===== src/rtl/alu_seq_pkg.sv =====
// Shared definitions for the ALU operand sequencer: FSM state encodings,
// ALU operand/op-code widths and the ALU op-code values.
package alu_seq_pkg;

  localparam int ALU_W   = 4;
  localparam int ALU_OPW = 3;

  typedef enum logic [1:0] {
    S_A    = 2'd0,
    S_B    = 2'd1,
    S_OP   = 2'd2,
    S_SHOW = 2'd3
  } seq_state_e;

  localparam logic [ALU_OPW-1:0] OP_ADD = 3'd0;
  localparam logic [ALU_OPW-1:0] OP_SUB = 3'd1;
  localparam logic [ALU_OPW-1:0] OP_AND = 3'd2;
  localparam logic [ALU_OPW-1:0] OP_OR  = 3'd3;
  localparam logic [ALU_OPW-1:0] OP_XOR = 3'd4;
  localparam logic [ALU_OPW-1:0] OP_NOT = 3'd5;
  localparam logic [ALU_OPW-1:0] OP_LT  = 3'd6;
  localparam logic [ALU_OPW-1:0] OP_EQ  = 3'd7;

endpackage


===== src/rtl/alu_operand_seq_if.sv =====
// Command bus from the operand sequencer to the ALU: operands, op code and
// the valid level / start pulse that qualify them.
interface alu_operand_seq_if
  import alu_seq_pkg::*;
#(
  parameter int W   = ALU_W,
  parameter int OPW = ALU_OPW
);
  logic [W-1:0]   a_o;
  logic [W-1:0]   b_o;
  logic [OPW-1:0] ctrl_o;
  logic           op_valid;
  logic           op_start;

  modport master (output a_o, b_o, ctrl_o, op_valid, op_start);
  modport slave  (input  a_o, b_o, ctrl_o, op_valid, op_start);
endinterface


===== src/rtl/alu_operand_seq_btn_debounce.sv =====
// Push-button conditioning: 2-flop synchroniser, stable-level debouncer and a
// one-cycle press pulse on each debounced 0->1 change.
module btn_debounce #(
  parameter int DEB_CNT = 50000
) (
  input  logic clk,
  input  logic rst_n,
  input  logic btn,
  output logic press
);
  localparam int CW = $clog2(DEB_CNT);
  localparam logic [CW-1:0] CNT_MAX = CW'(DEB_CNT - 1);

  logic [1:0]    sync_q, sync_d;
  logic [CW-1:0] cnt_q, cnt_d;
  logic          deb_q, deb_d;
  logic          press_q, press_d;
  logic          btn_s;

  assign btn_s = sync_q[1];
  assign press = press_q;

  // Any cycle agreeing with the debounced level restarts the window.
  always_comb begin
    sync_d  = {sync_q[0], btn};
    cnt_d   = cnt_q + CW'(1);
    deb_d   = deb_q;
    press_d = 1'b0;
    if (btn_s == deb_q) begin
      cnt_d = '0;
    end else if (cnt_q == CNT_MAX) begin
      cnt_d   = '0;
      deb_d   = ~deb_q;
      press_d = ~deb_q;
    end
  end

  always_ff @(posedge clk or negedge rst_n) begin
    if (!rst_n) begin
      sync_q  <= '0;
      cnt_q   <= '0;
      deb_q   <= 1'b0;
      press_q <= 1'b0;
    end else begin
      sync_q  <= sync_d;
      cnt_q   <= cnt_d;
      deb_q   <= deb_d;
      press_q <= press_d;
    end
  end
endmodule


===== src/rtl/alu_operand_seq.sv =====
// Operand/command sequencer for the board ALU: one debounced press loads A, B,
// then the op code, and the command is held while the result is displayed.
//   state  | meaning
//   S_A    | waiting for press to load operand A
//   S_B    | waiting for press to load operand B
//   S_OP   | waiting for press to load op code and issue the command
//   S_SHOW | command valid and held; next press loads A of a new command
module alu_operand_seq
  import alu_seq_pkg::*;
#(
  parameter int W       = ALU_W,
  parameter int OPW     = ALU_OPW,
  parameter int DEB_CNT = 50000
) (
  input  logic               clk,
  input  logic               rst_n,
  input  logic               btn,
  input  logic               clr,
  input  logic [W-1:0]       sw_data,
  input  logic [OPW-1:0]     sw_op,
  alu_operand_seq_if.master  alu,
  output logic [1:0]         stage_o
);
  seq_state_e     state_q, state_d;
  logic [W-1:0]   a_q, a_d, b_q, b_d;
  logic [OPW-1:0] ctrl_q, ctrl_d;
  logic           valid_q, valid_d;
  logic           start_q, start_d;
  logic           press;

  btn_debounce #(.DEB_CNT(DEB_CNT)) u_deb (
    .clk   (clk),
    .rst_n (rst_n),
    .btn   (btn),
    .press (press)
  );

  always_comb begin
    state_d = state_q;
    a_d     = a_q;
    b_d     = b_q;
    ctrl_d  = ctrl_q;
    valid_d = valid_q;
    start_d = 1'b0;
    if (clr) begin
      state_d = S_A;
      a_d     = '0;
      b_d     = '0;
      ctrl_d  = '0;
      valid_d = 1'b0;
    end else if (press) begin
      unique case (state_q)
        S_A: begin
          a_d     = sw_data;
          state_d = S_B;
        end
        S_B: begin
          b_d     = sw_data;
          state_d = S_OP;
        end
        S_OP: begin
          ctrl_d  = sw_op;
          valid_d = 1'b1;
          start_d = 1'b1;
          state_d = S_SHOW;
        end
        S_SHOW: begin
          valid_d = 1'b0;
          a_d     = sw_data;
          state_d = S_B;
        end
        default: state_d = S_A;
      endcase
    end
  end

  always_ff @(posedge clk or negedge rst_n) begin
    if (!rst_n) begin
      state_q <= S_A;
      a_q     <= '0;
      b_q     <= '0;
      ctrl_q  <= '0;
      valid_q <= 1'b0;
      start_q <= 1'b0;
    end else begin
      state_q <= state_d;
      a_q     <= a_d;
      b_q     <= b_d;
      ctrl_q  <= ctrl_d;
      valid_q <= valid_d;
      start_q <= start_d;
    end
  end

  assign alu.a_o      = a_q;
  assign alu.b_o      = b_q;
  assign alu.ctrl_o   = ctrl_q;
  assign alu.op_valid = valid_q;
  assign alu.op_start = start_q;
  assign stage_o      = state_q;
endmodule

===== src/flat_wrapper.sv =====
// flat-port wrapper written by rule: the top's interface ports become plain ports
module alu_operand_seq_flat import alu_seq_pkg::*;
#(
  parameter int W       = ALU_W,
  parameter int OPW     = ALU_OPW,
  parameter int DEB_CNT = 50000
)
  (clk, rst_n, btn, clr, sw_data, sw_op, stage_o, alu_a_o, alu_b_o, alu_ctrl_o, alu_op_valid, alu_op_start);
  alu_operand_seq_if #(.W(W), .OPW(OPW)) alu_i ();
  input  logic clk;
  input  logic rst_n;
  input  logic btn;
  input  logic clr;
  input  logic [W-1:0] sw_data;
  input  logic [OPW-1:0] sw_op;
  output logic [1:0] stage_o;
  output wire logic [$bits(alu_i.a_o)-1:0] alu_a_o;
  output wire logic [$bits(alu_i.b_o)-1:0] alu_b_o;
  output wire logic [$bits(alu_i.ctrl_o)-1:0] alu_ctrl_o;
  output wire logic [$bits(alu_i.op_valid)-1:0] alu_op_valid;
  output wire logic [$bits(alu_i.op_start)-1:0] alu_op_start;
  assign alu_a_o = alu_i.a_o;
  assign alu_b_o = alu_i.b_o;
  assign alu_ctrl_o = alu_i.ctrl_o;
  assign alu_op_valid = alu_i.op_valid;
  assign alu_op_start = alu_i.op_start;
  alu_operand_seq #(.W(W), .OPW(OPW), .DEB_CNT(DEB_CNT)) u_core (.clk(clk), .rst_n(rst_n), .btn(btn), .clr(clr), .sw_data(sw_data), .sw_op(sw_op), .alu(alu_i), .stage_o(stage_o));
endmodule

===== config.mk =====
export PLATFORM = sky130hd
export DESIGN_NAME = alu_operand_seq_flat
export DESIGN_NICKNAME = d
export VERILOG_FILES = /design/src/rtl/alu_seq_pkg.sv /design/src/rtl/alu_operand_seq_if.sv /design/src/rtl/alu_operand_seq_btn_debounce.sv /design/src/rtl/alu_operand_seq.sv /design/src/flat_wrapper.sv
export SDC_FILE = /design/constraint.sdc
export NUM_CORES = 1
export LEC_CHECK = 0
export CAP_MARGIN = 10
export CORE_UTILIZATION = 45
export CTS_CLUSTER_DIAMETER = 50
export DETAILED_ROUTE_END_ITERATION = 7
export HOLD_SLACK_MARGIN = 0.12
export PLACE_DENSITY_LB_ADDON = 0.25
export SETUP_SLACK_MARGIN = 0.3
export SLEW_MARGIN = 0
export SYNTH_ARGS = -nofsm -noshare
export SYNTH_HDL_FRONTEND = slang
export SYNTH_SLANG_ARGS = --single-unit

===== constraint.sdc =====
create_clock -name clk -period 3.18 [get_ports clk]
set_clock_uncertainty 0.2 [all_clocks]
set_input_delay 0.477 -clock clk [delete_from_list [all_inputs] [get_ports clk]]
set_output_delay 0.477 -clock clk [all_outputs]
set_load 0.05 [all_outputs]

# [After elaboration in Yosys (flattened, before gate mapping)]
# Cells that the tools add are included.
# Widths: inputs -> output; s select.
[classes] n_addsub=1 n_eq_ne=5 muxes=22 bitwise=2 n_reduce_logical=12
[op_table] operator="$mux 16" n=2
[op_table] operator="$mux 4" n=6
[op_table] operator="$add 16x1->16 const B" n=1
[op_table] operator="$eq 16x16->1 const B" n=1
[op_table] operator="$reduce_and 2->1" n=5
[op_table] operator="$mux 3" n=3
[op_table] operator="$reduce_bool 2->1" n=4
[op_table] operator="$mux 1" n=7
[op_table] operator="$pmux 2 s3" n=1
[op_table] operator="$eq 2x2->1 const B" n=2
[op_table] operator="$mux 2" n=2
[op_table] operator="$reduce_bool 3->1" n=1
[op_table] operator="$eq 2x1->1 const B" n=1
[op_table] operator="$logic_not 2->1" n=1
[op_table] operator="$not 1->1" n=2
[op_table] operator="$pmux 1 s2" n=1
[op_table] operator="$reduce_or 2->1" n=1
[op_table] operator="$eq 1x1->1" n=1
[totals] register_bits=35 in_bits=11 out_inout_bits=15 elab_cells=52

# [Depth between registers and ports, before layout]
# Gate-level depths: netlist of run 1.
[depth] depth_word=5 ltp_mapped=5

# [By module]
# A second synthesis of run 1 with hierarchy kept.
[hier_totals] hier_cells=156 hier_area_um2=1746.7
[by_module_without_submodules] mod="btn_debounce" n_inst=1 cells_per_inst=91 area_each_um2=968.4
[by_module_without_submodules] mod="alu_operand_seq" n_inst=1 cells_per_inst=65 area_each_um2=778.2

# [Least setup slack after synthesis of run 1]
# Ideal clock, no wire load.
[synth_path] path_type="register -> register" start="reg u_core.u_deb.cnt_q[12]" end="reg u_core.u_deb.deb_q" setup_ns=0.125 arrival_ns=1.653 required_ns=2.855 slack_ns=1.202 path_stages_with_launch=5 cell_sequence="dfrtp_1 -> nor4b_2 -> nand3_2 -> or4_4 -> mux2_4"
[synth_via] elab_chain_len=2
[synth_rtl] element="start, declared" line="alu_operand_seq_btn_debounce.sv:15" rtl="logic [CW-1:0] cnt_q, cnt_d;"
[synth_rtl] element="start signal, assigned" line="alu_operand_seq_btn_debounce.sv:46" rtl="cnt_q <= cnt_d;"
[synth_rtl] element="$eq 16x16->1" line="alu_operand_seq_btn_debounce.sv:31" rtl="end else if (cnt_q == CNT_MAX) begin"
[synth_rtl] element="$reduce_and 2->1 (no source line)"
[synth_rtl] element="end signal, assigned" line="alu_operand_seq_btn_debounce.sv:42" rtl="deb_q <= 1'b0;"
[synth_rtl] element="end signal, assigned" line="alu_operand_seq_btn_debounce.sv:47" rtl="deb_q <= deb_d;"
[synth_rtl] element="end, declared" line="alu_operand_seq_btn_debounce.sv:16" rtl="logic deb_q, deb_d;"
# Every way passes these cells.
# A chain may end at the register's enable or synchronous reset.

# [Final worst setup path of run 1]
[layout_path] start="reg u_core.state_q[0], in the netlist u_core.stage_o[0]" end="out stage_o[0]"
[layout_lines] element="start, declared" line="alu_operand_seq.sv:24" rtl="seq_state_e state_q, state_d;"
[layout_lines] element="start signal, assigned" line="alu_operand_seq.sv:86" rtl="state_q <= state_d;"
[layout_lines] element="end, declared" line="flat_wrapper.sv:16" rtl="output logic [1:0] stage_o;"
# No word-level cell between the ends.

==> run_summary.xml, run 1 <==
<?xml version="1.0" encoding="UTF-8"?>
<metrics>
  <group name="status">
    <metric name="status" unit="">complete, no violations</metric>
  </group>
  <group name="clocking">
    <metric name="post_cts_resize_count" unit="">0</metric>
    <metric name="h-tree-depth" unit="">2</metric>
    <metric name="cts_made_buffers" unit="">5</metric>
    <metric name="cts_tree" unit="">built</metric>
    <metric name="ctsHoldBuffers" unit="">0</metric>
    <metric name="ctsRootBufferMaster" unit="">sky130_fd_sc_hd__clkbuf_4</metric>
    <metric name="clk_latency" unit="ps">310</metric>
    <metric name="cts.sink_count" unit="">35</metric>
    <metric name="clkSlewWorstSetupHoldPaths" unit="ps">90</metric>
    <metric name="clock_tree.buffer_depth" unit="">2</metric>
    <metric name="post-cts-setup-buffer-count" unit="">0</metric>
  </group>
  <group name="worst_setup_path">
    <metric name="buffers_inverters_on_critical_path" unit="">1</metric>
    <metric name="critical_path.max_stage_delay" unit="ps">830</metric>
    <metric name="critical_path_fanout_max" unit="">5</metric>
    <metric name="timing.critical_path.slowest_stage_cell" unit="">sky130_fd_sc_hd__clkdlybuf4s50_1</metric>
    <metric name="critical-path-top-delay-family" unit="">buffers and inverters</metric>
    <metric name="critical_path.endpoint_type" unit="">output port</metric>
    <metric name="timing.setup.critical_path_class" unit="">flip-flop to output port</metric>
    <metric name="cp.arrival" unit="ps">1580</metric>
    <metric name="cp_launch_type" unit="">flip-flop</metric>
    <metric name="crit_chain" unit="">clkdlybuf4s50_1</metric>
    <metric name="worst_ep_required_time" unit="ps">2500</metric>
  </group>
  <group name="grt">
    <metric name="overflow" unit="">0</metric>
    <metric name="gr-usage-met1" unit="%">24.1</metric>
    <metric name="grt_util_all_layers" unit="%">18.1</metric>
    <metric name="grt_busiest_layer" unit="">met2</metric>
    <metric name="grt.met3_usage" unit="%">5.25</metric>
    <metric name="grtUsageMet2" unit="%">28.0</metric>
    <metric name="grt_first_pass_wirelength" unit="mm">4.84</metric>
    <metric name="pin_count_of_the_biggest_net_entering_global_routing" unit="">36</metric>
    <metric name="first_global_vias" unit="">1086</metric>
    <metric name="initial_antenna_violation_count" unit="">0</metric>
  </group>
  <group name="synthesis">
    <metric name="yosys_register_bits" unit="">35</metric>
    <metric name="synth_seq_area_share" unit="%">55.6</metric>
    <metric name="synth_nets" unit="">167</metric>
    <metric name="primary_flip_flop_cell_chosen_by_synthesis_mapping" unit="">sky130_fd_sc_hd__dfrtp_1</metric>
    <metric name="ys_async_sr_fraction" unit="%">100</metric>
    <metric name="synth.area.mux_share" unit="%">0.954</metric>
    <metric name="synth.lib_cells_used.distinct" unit="">26</metric>
    <metric name="yosys.area_share.xor_xnor" unit="%">8.35</metric>
    <metric name="netlist_area_before_placement" unit="µm²">1570</metric>
    <metric name="syn-instance-count" unit="">152</metric>
    <metric name="synth_top_family_by_area" unit="">simple AND/OR/NAND/NOR gates</metric>
    <metric name="synth_compound_area_share" unit="%">6.68</metric>
    <metric name="avgSynthCellArea" unit="µm²">10.4</metric>
    <metric name="synth_edf_count" unit="">0</metric>
    <metric name="synth-simple-area-share" unit="%">23.0</metric>
    <metric name="post_synth_fa_ha_maj_area_fraction" unit="%">3.18</metric>
    <metric name="ys_warn_count" unit="">0</metric>
  </group>
  <group name="timing">
    <metric name="timing.final.hold_violations" unit="">0</metric>
    <metric name="clock.fmax" unit="GHz">0.443</metric>
    <metric name="timing.final.max_slew_violations" unit="">0</metric>
    <metric name="whs" unit="ps">162</metric>
    <metric name="worst-slew-pin-transition" unit="ps">803</metric>
    <metric name="finalSetupViolCount" unit="">0</metric>
    <metric name="rsz0062_at_grt" unit="">no</metric>
    <metric name="part_of_the_cycle_the_worst_path_needs" unit="%">70.9</metric>
    <metric name="fin_tns_setup" unit="ps">0</metric>
    <metric name="min_period" unit="ps">2260</metric>
    <metric name="max-slew-margin-rel" unit="%">46.3</metric>
  </group>
  <group name="final_layout">
    <metric name="final_nets" unit="">196</metric>
    <metric name="antenna_cells" unit="">0</metric>
    <metric name="fraction_of_layout_instances_using_a_drive_strength_above_1" unit="%">7.22</metric>
    <metric name="layout_common_cells" unit="">sky130_fd_sc_hd__dfrtp_1, sky130_fd_sc_hd__clkdlybuf4s50_1, sky130_fd_sc_hd__nor2_1, sky130_fd_sc_hd__nand3_1, sky130_fd_sc_hd__nand2_1</metric>
    <metric name="filler_cells_inserted" unit="">308</metric>
    <metric name="final_common_cell" unit="">sky130_fd_sc_hd__dfrtp_1</metric>
    <metric name="layout-area-overhead-vs-synth" unit="%">21.6</metric>
  </group>
  <group name="routing">
    <metric name="vias" unit="">1197</metric>
    <metric name="detailedRoute.firstIterationViolations" unit="">59</metric>
    <metric name="drt_drc_violations_left" unit="">0</metric>
    <metric name="drt-vias-per-instance" unit="">5.30</metric>
    <metric name="wl_per_cell" unit="µm">13.5</metric>
    <metric name="drt.antenna.violating_nets" unit="">0</metric>
    <metric name="routed_wl" unit="mm">3.04</metric>
    <metric name="drt_pass1_iterations" unit="">4</metric>
  </group>
  <group name="pwr">
    <metric name="leakage_power_total" unit="nW">0.777</metric>
    <metric name="netSwitchingPower" unit="µW">147</metric>
    <metric name="power.switching_fraction" unit="%">21.3</metric>
    <metric name="peakVddDrop" unit="µV">237</metric>
    <metric name="p_comb_share" unit="%">5.1</metric>
    <metric name="cellPowerDensity" unit="nW/µm²">361</metric>
    <metric name="power.clock.fraction" unit="%">29.3</metric>
    <metric name="share_seq_of_total_power" unit="%">65.6</metric>
    <metric name="power_report.internal_total" unit="µW">544</metric>
  </group>
  <group name="job">
    <metric name="drv_cap" unit="">0</metric>
  </group>
  <group name="floorplan">
    <metric name="die_width" unit="µm">61.1</metric>
    <metric name="initial_core_utilization" unit="%">47.2</metric>
    <metric name="fp.dieArea" unit="µm²">3740</metric>
    <metric name="fp-row-count" unit="">21</metric>
    <metric name="top_level_ports" unit="">26</metric>
    <metric name="area_inside_the_core_boundary" unit="µm²">3340</metric>
    <metric name="height_of_the_die" unit="µm">61.1</metric>
  </group>
  <group name="place">
    <metric name="gpl.final_weighted_congestion" unit="">0.792</metric>
    <metric name="port_buffers" unit="">25</metric>
    <metric name="hpwl" unit="mm">2.22</metric>
  </group>
  <group name="hold_path">
    <metric name="min_path_type" unit="">flip-flop to flip-flop</metric>
  </group>
</metrics>
==> cells by family (layout without fill, tap and decap cells) <==
kind of cell / after synthesis / in the layout
simple gates: 72 / 72
flops: 35 / 35
compound gates: 16 / 16
xor+xnor: 15 / 15
buf+inv: 9 / 37
fa+ha+maj: 4 / 4
mux: 1 / 1
==> per-stage QoR <==
step                setup slack [ps]  instance area [µm²]  instances  utilization, %  power (mW)
floorplan                       1200                 1570        152               -       0.472
CTS                              907                 1910        226            57.4       0.704
global route                     858                 1910        226            57.4       0.731
global placement                1110                 1870        220            56.1       0.497
detailed placement              1040                 1870        220            56.1       0.498
finish                           924                 1910        226            57.4       0.691
==> per-layer routing <==
metal	vias to the layer above	share of wire [%]
li1	577	-
met1	592	45
met2	26	50
met3	2	4.0
met4	0	0.79
met5	-	0
==> state kept, by name, summed over array words and instances, names as in the netlist <==
| signal | cells |
|---|---|
| u_core.alu.a_o | 4 |
| u_core.u_deb.cnt_q | 16 |
| u_core.u_deb.press | 1 |
| u_core.alu.op_valid | 1 |
| u_core.stage_o | 2 |
| u_core.u_deb.deb_q | 1 |
| u_core.alu.ctrl_o | 3 |
| u_core.alu.b_o | 4 |
| u_core.u_deb.sync_q | 2 |
| u_core.alu.op_start | 1 |
==> synth_stat cells, types with 2 or more instances <==
cell / number / area (µm²)
sky130_fd_sc_hd__dfrtp_1: 35 / 876
sky130_fd_sc_hd__nor2_1: 20 / 75.1
sky130_fd_sc_hd__nand2_1: 16 / 60.1
sky130_fd_sc_hd__nand3_1: 16 / 80.1
sky130_fd_sc_hd__a21oi_1: 12 / 60.1
sky130_fd_sc_hd__xnor2_1: 12 / 105
sky130_fd_sc_hd__inv_1: 5 / 18.8
sky130_fd_sc_hd__nand4_1: 5 / 31.3
sky130_fd_sc_hd__ha_1: 4 / 50.1
sky130_fd_sc_hd__nor4_1: 4 / 25.0
sky130_fd_sc_hd__clkbuf_1: 3 / 11.3
sky130_fd_sc_hd__nor3_1: 3 / 15.0
sky130_fd_sc_hd__xor2_1: 3 / 26.3
sky130_fd_sc_hd__o21ai_0: 2 / 10.0
==> final timing paths <==
| check | startpoint | endpoint | slack [ps] | cells past startpoint |
|---|---|---|---|---|
| setup / recovery | u_core.stage_o[0]$_DFFE_PN0P_ | stage_o[0] | 920 | 1 |
| hold / removal | u_core.u_deb.sync_q[0]$_DFF_PN0_ | u_core.u_deb.sync_q[1]$_DFF_PN0_ | 160 | 0 |
| setup reg to reg | u_core.u_deb.cnt_q[12]$_DFF_PN0_ | u_core.u_deb.cnt_q[12]$_DFF_PN0_ | 1020 | 4 |
| hold reg to reg | u_core.u_deb.sync_q[0]$_DFF_PN0_ | u_core.u_deb.sync_q[1]$_DFF_PN0_ | 160 | 0 |
| max in group asynchronous | rst_n | u_core.u_deb.cnt_q[0]$_DFF_PN0_ | 2100 | 2 |
| min in group asynchronous | rst_n | u_core.alu.ctrl_o[2]$_DFFE_PN0P_ | 370 | 2 |
==> power by group through the flow <==
stage                     clock network (mW)  registers [mW]  logic [mW]
after floorplan                            0           0.461      0.0107
after global placement                     0           0.462      0.0353
after detailed placement                   0           0.462      0.0360
after CTS                              0.215           0.453      0.0362
after global routing                   0.237           0.454      0.0399
final                                  0.203           0.453      0.0352
==> layout make-up <==
type / count / area [µm²] / share of cell area (%)
Multi-Input combinational cell: 108 / 663 / 34.6
Clock buffer: 6 / 41.3 / 2.16
Timing Repair Buffer: 26 / 258 / 13.5
Sequential cell: 35 / 876 / 45.8
Inverter: 5 / 18.8 / 0.980
Tap cell: 46 / 57.6 / 3.01
No activity file was read; power rests on OpenSTA's default activity.
==> run 2, diff against run 1 <==
- clock period: 3.18 -> 1.86 ns (I/O delays scaled with it)
==> run 2 against run 1 <==
The flow now finishes with violations (negative setup slack). Clock power grew 110%. Wire length grew 14%. Combinational power grew 140%. Sequential share of layout area shrank 5.0 points. Die area is the same. Non-clock buffer count grew 21. Largest cell class unchanged. Largest power group unchanged.
==> run_summary.xml, run 2 (same netlist as run 1, synthesis figures left out) <==
<?xml version="1.0" encoding="UTF-8"?>
<metrics>
  <group name="timing">
    <metric name="part_of_the_cycle_the_worst_path_needs" unit="%">107</metric>
    <metric name="clock.fmax" unit="GHz">0.505</metric>
    <metric name="timing.final.hold_violations" unit="">0</metric>
    <metric name="fin_tns_setup" unit="ps">-521</metric>
    <metric name="timing.final.max_slew_violations" unit="">0</metric>
    <metric name="min_period" unit="ps">1980</metric>
    <metric name="max-slew-margin-rel" unit="%">65.3</metric>
    <metric name="final.setup.worst_slack" unit="ps">-122</metric>
    <metric name="finalSetupViolCount" unit="">17</metric>
    <metric name="rsz0062_at_grt" unit="">yes</metric>
    <metric name="worst-slew-pin-transition" unit="ps">519</metric>
  </group>
  <group name="worst_setup_path">
    <metric name="crit_chain" unit="">or3_4 -&gt; or4_4 -&gt; mux2_4</metric>
    <metric name="worst_ep_required_time" unit="ps">1890</metric>
    <metric name="timing.critical_path.slowest_stage_cell" unit="">sky130_fd_sc_hd__or4_4</metric>
    <metric name="critical_path_fanout_max" unit="">3</metric>
    <metric name="crit_path_cell_count" unit="">3</metric>
    <metric name="timing.setup.critical_path_class" unit="">flip-flop to flip-flop</metric>
    <metric name="critical_path.max_stage_delay" unit="ps">560</metric>
    <metric name="rr_worst_depth" unit="">3</metric>
    <metric name="cp.arrival" unit="ps">2010</metric>
    <metric name="cp_launch_type" unit="">flip-flop</metric>
    <metric name="critical_path.endpoint_type" unit="">flip-flop</metric>
    <metric name="buffers_inverters_on_critical_path" unit="">0</metric>
    <metric name="critical-path-top-delay-family" unit="">simple AND/OR/NAND/NOR gates</metric>
  </group>
  <group name="routing">
    <metric name="drt.antenna.violating_nets" unit="">0</metric>
    <metric name="drt-vias-per-instance" unit="">5.04</metric>
    <metric name="routed_wl" unit="mm">3.48</metric>
    <metric name="drt_drc_violations_left" unit="">0</metric>
    <metric name="drt_pass1_iterations" unit="">4</metric>
    <metric name="wl_per_cell" unit="µm">14.0</metric>
    <metric name="vias" unit="">1256</metric>
    <metric name="detailedRoute.firstIterationViolations" unit="">38</metric>
  </group>
  <group name="status">
    <metric name="status" unit="">complete, but fails checks</metric>
    <metric name="violations_in_the_final_reports" unit="">negative setup slack</metric>
  </group>
  <group name="hold_path">
    <metric name="min_path_type" unit="">input port to async pin</metric>
  </group>
  <group name="place">
    <metric name="placed_area" unit="µm²">1970</metric>
    <metric name="gpl.final_weighted_congestion" unit="">0.845</metric>
    <metric name="placement.setup.worst_slack" unit="ps">-89.7</metric>
    <metric name="hpwl" unit="mm">2.39</metric>
    <metric name="port_buffers" unit="">25</metric>
  </group>
  <group name="floorplan">
    <metric name="fp-row-count" unit="">21</metric>
    <metric name="top_level_ports" unit="">26</metric>
    <metric name="die_width" unit="µm">61.1</metric>
    <metric name="initial_core_utilization" unit="%">47.2</metric>
    <metric name="height_of_the_die" unit="µm">61.1</metric>
    <metric name="fp.dieArea" unit="µm²">3740</metric>
    <metric name="area_inside_the_core_boundary" unit="µm²">3340</metric>
  </group>
  <group name="clocking">
    <metric name="cts_made_buffers" unit="">5</metric>
    <metric name="cts_tree" unit="">built</metric>
    <metric name="h-tree-depth" unit="">2</metric>
    <metric name="clk_latency" unit="ps">340</metric>
    <metric name="ctsRootBufferMaster" unit="">sky130_fd_sc_hd__clkbuf_4</metric>
    <metric name="cts.sink_count" unit="">35</metric>
    <metric name="clock_tree.buffer_depth" unit="">2</metric>
    <metric name="clkSlewWorstSetupHoldPaths" unit="ps">110</metric>
    <metric name="ctsHoldBuffers" unit="">0</metric>
  </group>
  <group name="final_layout">
    <metric name="largest_register_ffs" unit="">16</metric>
    <metric name="layout_common_cells" unit="">sky130_fd_sc_hd__buf_4, sky130_fd_sc_hd__dfrtp_1, sky130_fd_sc_hd__nand3_1, sky130_fd_sc_hd__nand2_1</metric>
    <metric name="layout-area-overhead-vs-synth" unit="%">37.0</metric>
    <metric name="regMostFlops" unit="">u_core.u_deb.cnt_q</metric>
    <metric name="final_nets" unit="">217</metric>
    <metric name="finalCoreUtilization" unit="%">64.6</metric>
    <metric name="antenna_cells" unit="">0</metric>
    <metric name="filler_cells_inserted" unit="">284</metric>
    <metric name="combined_area_of_the_multi_input_logic_cells" unit="µm²">753</metric>
    <metric name="final_area" unit="µm²">2160</metric>
    <metric name="seqCellArea" unit="µm²">878</metric>
    <metric name="final_common_cell" unit="">sky130_fd_sc_hd__buf_4</metric>
    <metric name="fraction_of_layout_instances_using_a_drive_strength_above_1" unit="%">36.0</metric>
  </group>
  <group name="pwr">
    <metric name="peakVddDrop" unit="µV">382</metric>
    <metric name="cellPowerDensity" unit="nW/µm²">600</metric>
    <metric name="leakage_power_total" unit="nW">0.914</metric>
  </group>
  <group name="grt">
    <metric name="grt_util_all_layers" unit="%">21.0</metric>
    <metric name="initial_antenna_violation_count" unit="">0</metric>
    <metric name="first_global_vias" unit="">1260</metric>
    <metric name="overflow" unit="">0</metric>
    <metric name="pin_count_of_the_biggest_net_entering_global_routing" unit="">36</metric>
    <metric name="grt_first_pass_wirelength" unit="mm">5.55</metric>
  </group>
  <group name="job">
    <metric name="drv_cap" unit="">0</metric>
  </group>
</metrics>
==> run 2: cell count changes in the layout (fill, tap and decap cells not counted), sizes merged <==
cell	delta
buf	+36
clkinv	+1
clkbuf	+1
clkdlybuf4s50	-15
==> run 2: repair_timing <==
action / 4_1_cts / 5_1_grt
gates resized for setup: 16 / 12
gates cloned: 0 / 0
endpoints found under the setup margin: 18 / 23
buffers inserted: 2 / 2
pin swaps: 2 / 4
==> run 2: cell type report <==
| class | count | share of cell area [%] |
|---|---|---|
| timing repair buffer | 47 | 18.0 |
| multi-input combinational | 108 | 34.9 |
| clock inverter | 1 | 0.232 |
| inverter | 5 | 0.870 |
| clock buffer | 7 | 2.55 |
| sequential | 35 | 40.7 |
| tap | 46 | 2.67 |
==> run 2: through the flow <==
step	hold slack [ps]	power, mW	std cells
5_1_grt	176	1.34	249
6_report	146	1.29	249
4_1_cts	154	1.29	247
2_1_floorplan	-217	0.807	152
3_5_place_dp	155	0.861	237
3_3_place_gp	132	0.858	237
==> run 2: worst paths after layout <==
| path | start | to | slack, ps |
|---|---|---|---|
| min in group clk | u_core.u_deb.sync_q[0]$_DFF_PN0_ | u_core.u_deb.sync_q[1]$_DFF_PN0_ | 170 |
| min | rst_n | u_core.alu.ctrl_o[2]$_DFFE_PN0P_ | 150 |
| min reg2reg | u_core.u_deb.sync_q[0]$_DFF_PN0_ | u_core.u_deb.sync_q[1]$_DFF_PN0_ | 170 |
| max in group asynchronous | rst_n | u_core.stage_o[1]$_DFFE_PN0P_ | 1000 |
| max reg2reg | u_core.u_deb.cnt_q[11]$_DFF_PN0_ | u_core.u_deb.deb_q$_DFFE_PN0P_ | -120 |
| max | u_core.u_deb.cnt_q[11]$_DFF_PN0_ | u_core.u_deb.deb_q$_DFFE_PN0P_ | -120 |
==> run 2: power breakdown <==
group / switching (mW) / total, mW / internal, mW
registers: 0.00681 / 0.775 / 0.768
clock network: 0.251 / 0.434 / 0.183
logic: 0.0420 / 0.0847 / 0.0426
total: 0.300 / 1.29 / 0.994
==> run 2: metal layers <==
metal	wire length [µm]	GRT usage [%]	vias to the layer above	share of wire [%]
li1	-	-	620	-
met1	1530	24.8	600	44
met2	1770	35.4	26	51
met3	95	4.20	10	2.7
met4	83	12.7	0	2.4
met5	0	0	-	0
==> run 3, diff against run 2 <==
- HOLD_SLACK_MARGIN: 0.12 -> default
- MAX_ROUTING_LAYER: default -> met4
- SLEW_MARGIN: 0 -> 20
==> run 3 against run 2 <==
The run still ends with negative setup slack left. Highest routed layer unchanged. Cell count unchanged. Clock power about the same. Sequential power about the same. Count of clock-buffer cells in the layout did not move. Maximum frequency hardly changed.
==> run_summary.xml, run 3 (same netlist as run 1, synthesis figures left out) <==
<?xml version="1.0" encoding="UTF-8"?>
<metrics>
  <group name="routing">
    <metric name="drt_drc_violations_left" unit="">0</metric>
    <metric name="detailedRoute.firstIterationViolations" unit="">37</metric>
    <metric name="drt-vias-per-instance" unit="">5.04</metric>
    <metric name="drt.antenna.violating_nets" unit="">0</metric>
    <metric name="wl_per_cell" unit="µm">14.0</metric>
    <metric name="vias" unit="">1254</metric>
    <metric name="drt_pass1_iterations" unit="">4</metric>
    <metric name="routed_wl" unit="mm">3.48</metric>
  </group>
  <group name="pwr">
    <metric name="cellPowerDensity" unit="nW/µm²">600</metric>
    <metric name="peakVddDrop" unit="µV">381</metric>
    <metric name="total_power_draw" unit="mW">1.29</metric>
    <metric name="leakage_power_total" unit="nW">0.914</metric>
  </group>
  <group name="job">
    <metric name="drv_cap" unit="">0</metric>
  </group>
  <group name="clocking">
    <metric name="cts.sink_count" unit="">35</metric>
    <metric name="clock_tree.buffer_depth" unit="">2</metric>
    <metric name="cts_tree" unit="">built</metric>
    <metric name="h-tree-depth" unit="">2</metric>
    <metric name="clkSlewWorstSetupHoldPaths" unit="ps">110</metric>
    <metric name="ctsRootBufferMaster" unit="">sky130_fd_sc_hd__clkbuf_4</metric>
    <metric name="clk_latency" unit="ps">340</metric>
    <metric name="cts_made_buffers" unit="">5</metric>
  </group>
  <group name="final_layout">
    <metric name="final_common_cell" unit="">sky130_fd_sc_hd__buf_4</metric>
    <metric name="stdcell_count" unit="">249</metric>
    <metric name="final_nets" unit="">217</metric>
    <metric name="combined_area_of_the_multi_input_logic_cells" unit="µm²">753</metric>
    <metric name="final_area" unit="µm²">2160</metric>
    <metric name="largest_register_ffs" unit="">16</metric>
    <metric name="fraction_of_layout_instances_using_a_drive_strength_above_1" unit="%">36.0</metric>
    <metric name="layout-area-overhead-vs-synth" unit="%">37.0</metric>
    <metric name="seqCellArea" unit="µm²">878</metric>
    <metric name="regMostFlops" unit="">u_core.u_deb.cnt_q</metric>
    <metric name="filler_cells_inserted" unit="">284</metric>
    <metric name="layout_common_cells" unit="">sky130_fd_sc_hd__buf_4, sky130_fd_sc_hd__dfrtp_1, sky130_fd_sc_hd__nand3_1, sky130_fd_sc_hd__nand2_1</metric>
    <metric name="antenna_cells" unit="">0</metric>
  </group>
  <group name="worst_setup_path">
    <metric name="cp.arrival" unit="ps">2010</metric>
    <metric name="critical-path-top-delay-family" unit="">simple AND/OR/NAND/NOR gates</metric>
    <metric name="buffers_inverters_on_critical_path" unit="">0</metric>
    <metric name="reg2reg_slack" unit="ps">-120</metric>
    <metric name="worst_ep_required_time" unit="ps">1890</metric>
    <metric name="critical_path.max_stage_delay" unit="ps">560</metric>
    <metric name="critical_path_fanout_max" unit="">3</metric>
    <metric name="timing.setup.critical_path_class" unit="">flip-flop to flip-flop</metric>
    <metric name="critical_path.reg2reg.endpoint" unit="">u_core.u_deb.deb_q$_DFFE_PN0P_</metric>
    <metric name="crit_chain" unit="">or3_4 -&gt; or4_4 -&gt; mux2_4</metric>
    <metric name="rr_worst_depth" unit="">3</metric>
    <metric name="crit_path_cell_count" unit="">3</metric>
    <metric name="timing.critical_path.slowest_stage_cell" unit="">sky130_fd_sc_hd__or4_4</metric>
    <metric name="r2r_start" unit="">u_core.u_deb.cnt_q[11]$_DFF_PN0_</metric>
    <metric name="cp_launch_type" unit="">flip-flop</metric>
    <metric name="critical_path.endpoint_type" unit="">flip-flop</metric>
  </group>
  <group name="status">
    <metric name="status" unit="">complete, but fails checks</metric>
    <metric name="violations_in_the_final_reports" unit="">negative setup slack</metric>
  </group>
  <group name="grt">
    <metric name="initial_antenna_violation_count" unit="">0</metric>
    <metric name="grt_util_all_layers" unit="%">21.7</metric>
    <metric name="first_global_vias" unit="">1258</metric>
    <metric name="grt_first_pass_wirelength" unit="mm">5.55</metric>
    <metric name="overflow" unit="">0</metric>
    <metric name="pin_count_of_the_biggest_net_entering_global_routing" unit="">36</metric>
  </group>
  <group name="floorplan">
    <metric name="die_width" unit="µm">61.1</metric>
    <metric name="area_inside_the_core_boundary" unit="µm²">3340</metric>
    <metric name="top_level_ports" unit="">26</metric>
    <metric name="fp.dieArea" unit="µm²">3740</metric>
    <metric name="fp-row-count" unit="">21</metric>
    <metric name="initial_core_utilization" unit="%">47.2</metric>
    <metric name="height_of_the_die" unit="µm">61.1</metric>
  </group>
  <group name="place">
    <metric name="port_buffers" unit="">25</metric>
    <metric name="placed_area" unit="µm²">1970</metric>
    <metric name="dp_cells" unit="">237</metric>
    <metric name="hpwl" unit="mm">2.39</metric>
    <metric name="gpl.final_weighted_congestion" unit="">0.858</metric>
  </group>
  <group name="timing">
    <metric name="fin_tns_setup" unit="ps">-543</metric>
    <metric name="max-slew-margin-rel" unit="%">65.6</metric>
    <metric name="final.setup.worst_slack" unit="ps">-123</metric>
    <metric name="timing.final.max_slew_violations" unit="">0</metric>
    <metric name="finalSetupViolCount" unit="">17</metric>
    <metric name="clock.fmax" unit="GHz">0.504</metric>
    <metric name="rsz0062_at_grt" unit="">yes</metric>
    <metric name="timing.final.hold_violations" unit="">0</metric>
    <metric name="part_of_the_cycle_the_worst_path_needs" unit="%">107</metric>
    <metric name="min_period" unit="ps">1980</metric>
    <metric name="worst-slew-pin-transition" unit="ps">514</metric>
  </group>
  <group name="hold_path">
    <metric name="min_path_type" unit="">input port to async pin</metric>
  </group>
</metrics>
-- run 3: cell counts in the layout (fill, tap and decap cells not counted) --
Identical to the previous run, type by type.
-- run 3: where the power goes --
group	internal, mW	switching (mW)
sequential	0.768	0.00684
combinational	0.0426	0.0420
clock	0.183	0.251
-- run 3: repair_timing --
action / CTS / global route
cloned: 0 / 0
resized for setup: 16 / 12
setup buffers: 2 / 2
pin swaps: 2 / 4
hold buffers: 0 / 0
endpoints found under the setup margin: 18 / 23
-- run 3: final cells by class --
type	count	share of cell area [%]
flip-flops and latches	35	40.7
multi-input cells	108	34.9
repair buffers	47	18.0
well taps	46	2.67
clock buffers	7	2.55
inverters	5	0.870
clock inverters	1	0.232
-- run 3: per-layer routing --
metal	GRT usage [%]	vias to the layer above	share of wire (%)
met1	24.8	599	44
met3	4.20	8	3.0
li1	-	619	-
met2	35.4	28	51
met5	-	-	0
met4	12.7	0	2.2
-- run 3: worst register-to-register path, cell delays in order (launching register included) --
cell                      delay (ps)
sky130_fd_sc_hd__dfrtp_1         410
sky130_fd_sc_hd__or3_4           400
sky130_fd_sc_hd__or4_4           560
sky130_fd_sc_hd__mux2_4          310
-- run 3: worst max path at each step --
| stage | startpoint | to | slack [ps] |
|---|---|---|---|
| global route | u_core.u_deb.cnt_q[4]$_DFF_PN0_ | u_core.u_deb.deb_q$_DFFE_PN0P_ | -170 |
| CTS | u_core.u_deb.cnt_q[13]$_DFF_PN0_ | u_core.u_deb.deb_q$_DFFE_PN0P_ | -100 |
| floorplan | u_core.u_deb.cnt_q[7]$_DFF_PN0_ | u_core.u_deb.deb_q$_DFFE_PN0P_ | -110 |
| detailed placement | u_core.u_deb.cnt_q[13]$_DFF_PN0_ | u_core.u_deb.deb_q$_DFFE_PN0P_ | -90 |
| global placement | u_core.u_deb.cnt_q[13]$_DFF_PN0_ | u_core.u_deb.deb_q$_DFFE_PN0P_ | -80 |
| finish | u_core.u_deb.cnt_q[11]$_DFF_PN0_ | u_core.u_deb.deb_q$_DFFE_PN0P_ | -120 |
-- run 3: stage by stage --
stage | utilization (%) | worst slack [ps] | hold WS [ps]
after floorplan | - | -106 | -217
after global placement | 58.9 | -84.1 | 132
after detailed placement | 58.9 | -89.7 | 155
after CTS | 62.8 | -102 | 154
after global routing | 64.6 | -173 | 176
final | 64.6 | -123 | 147
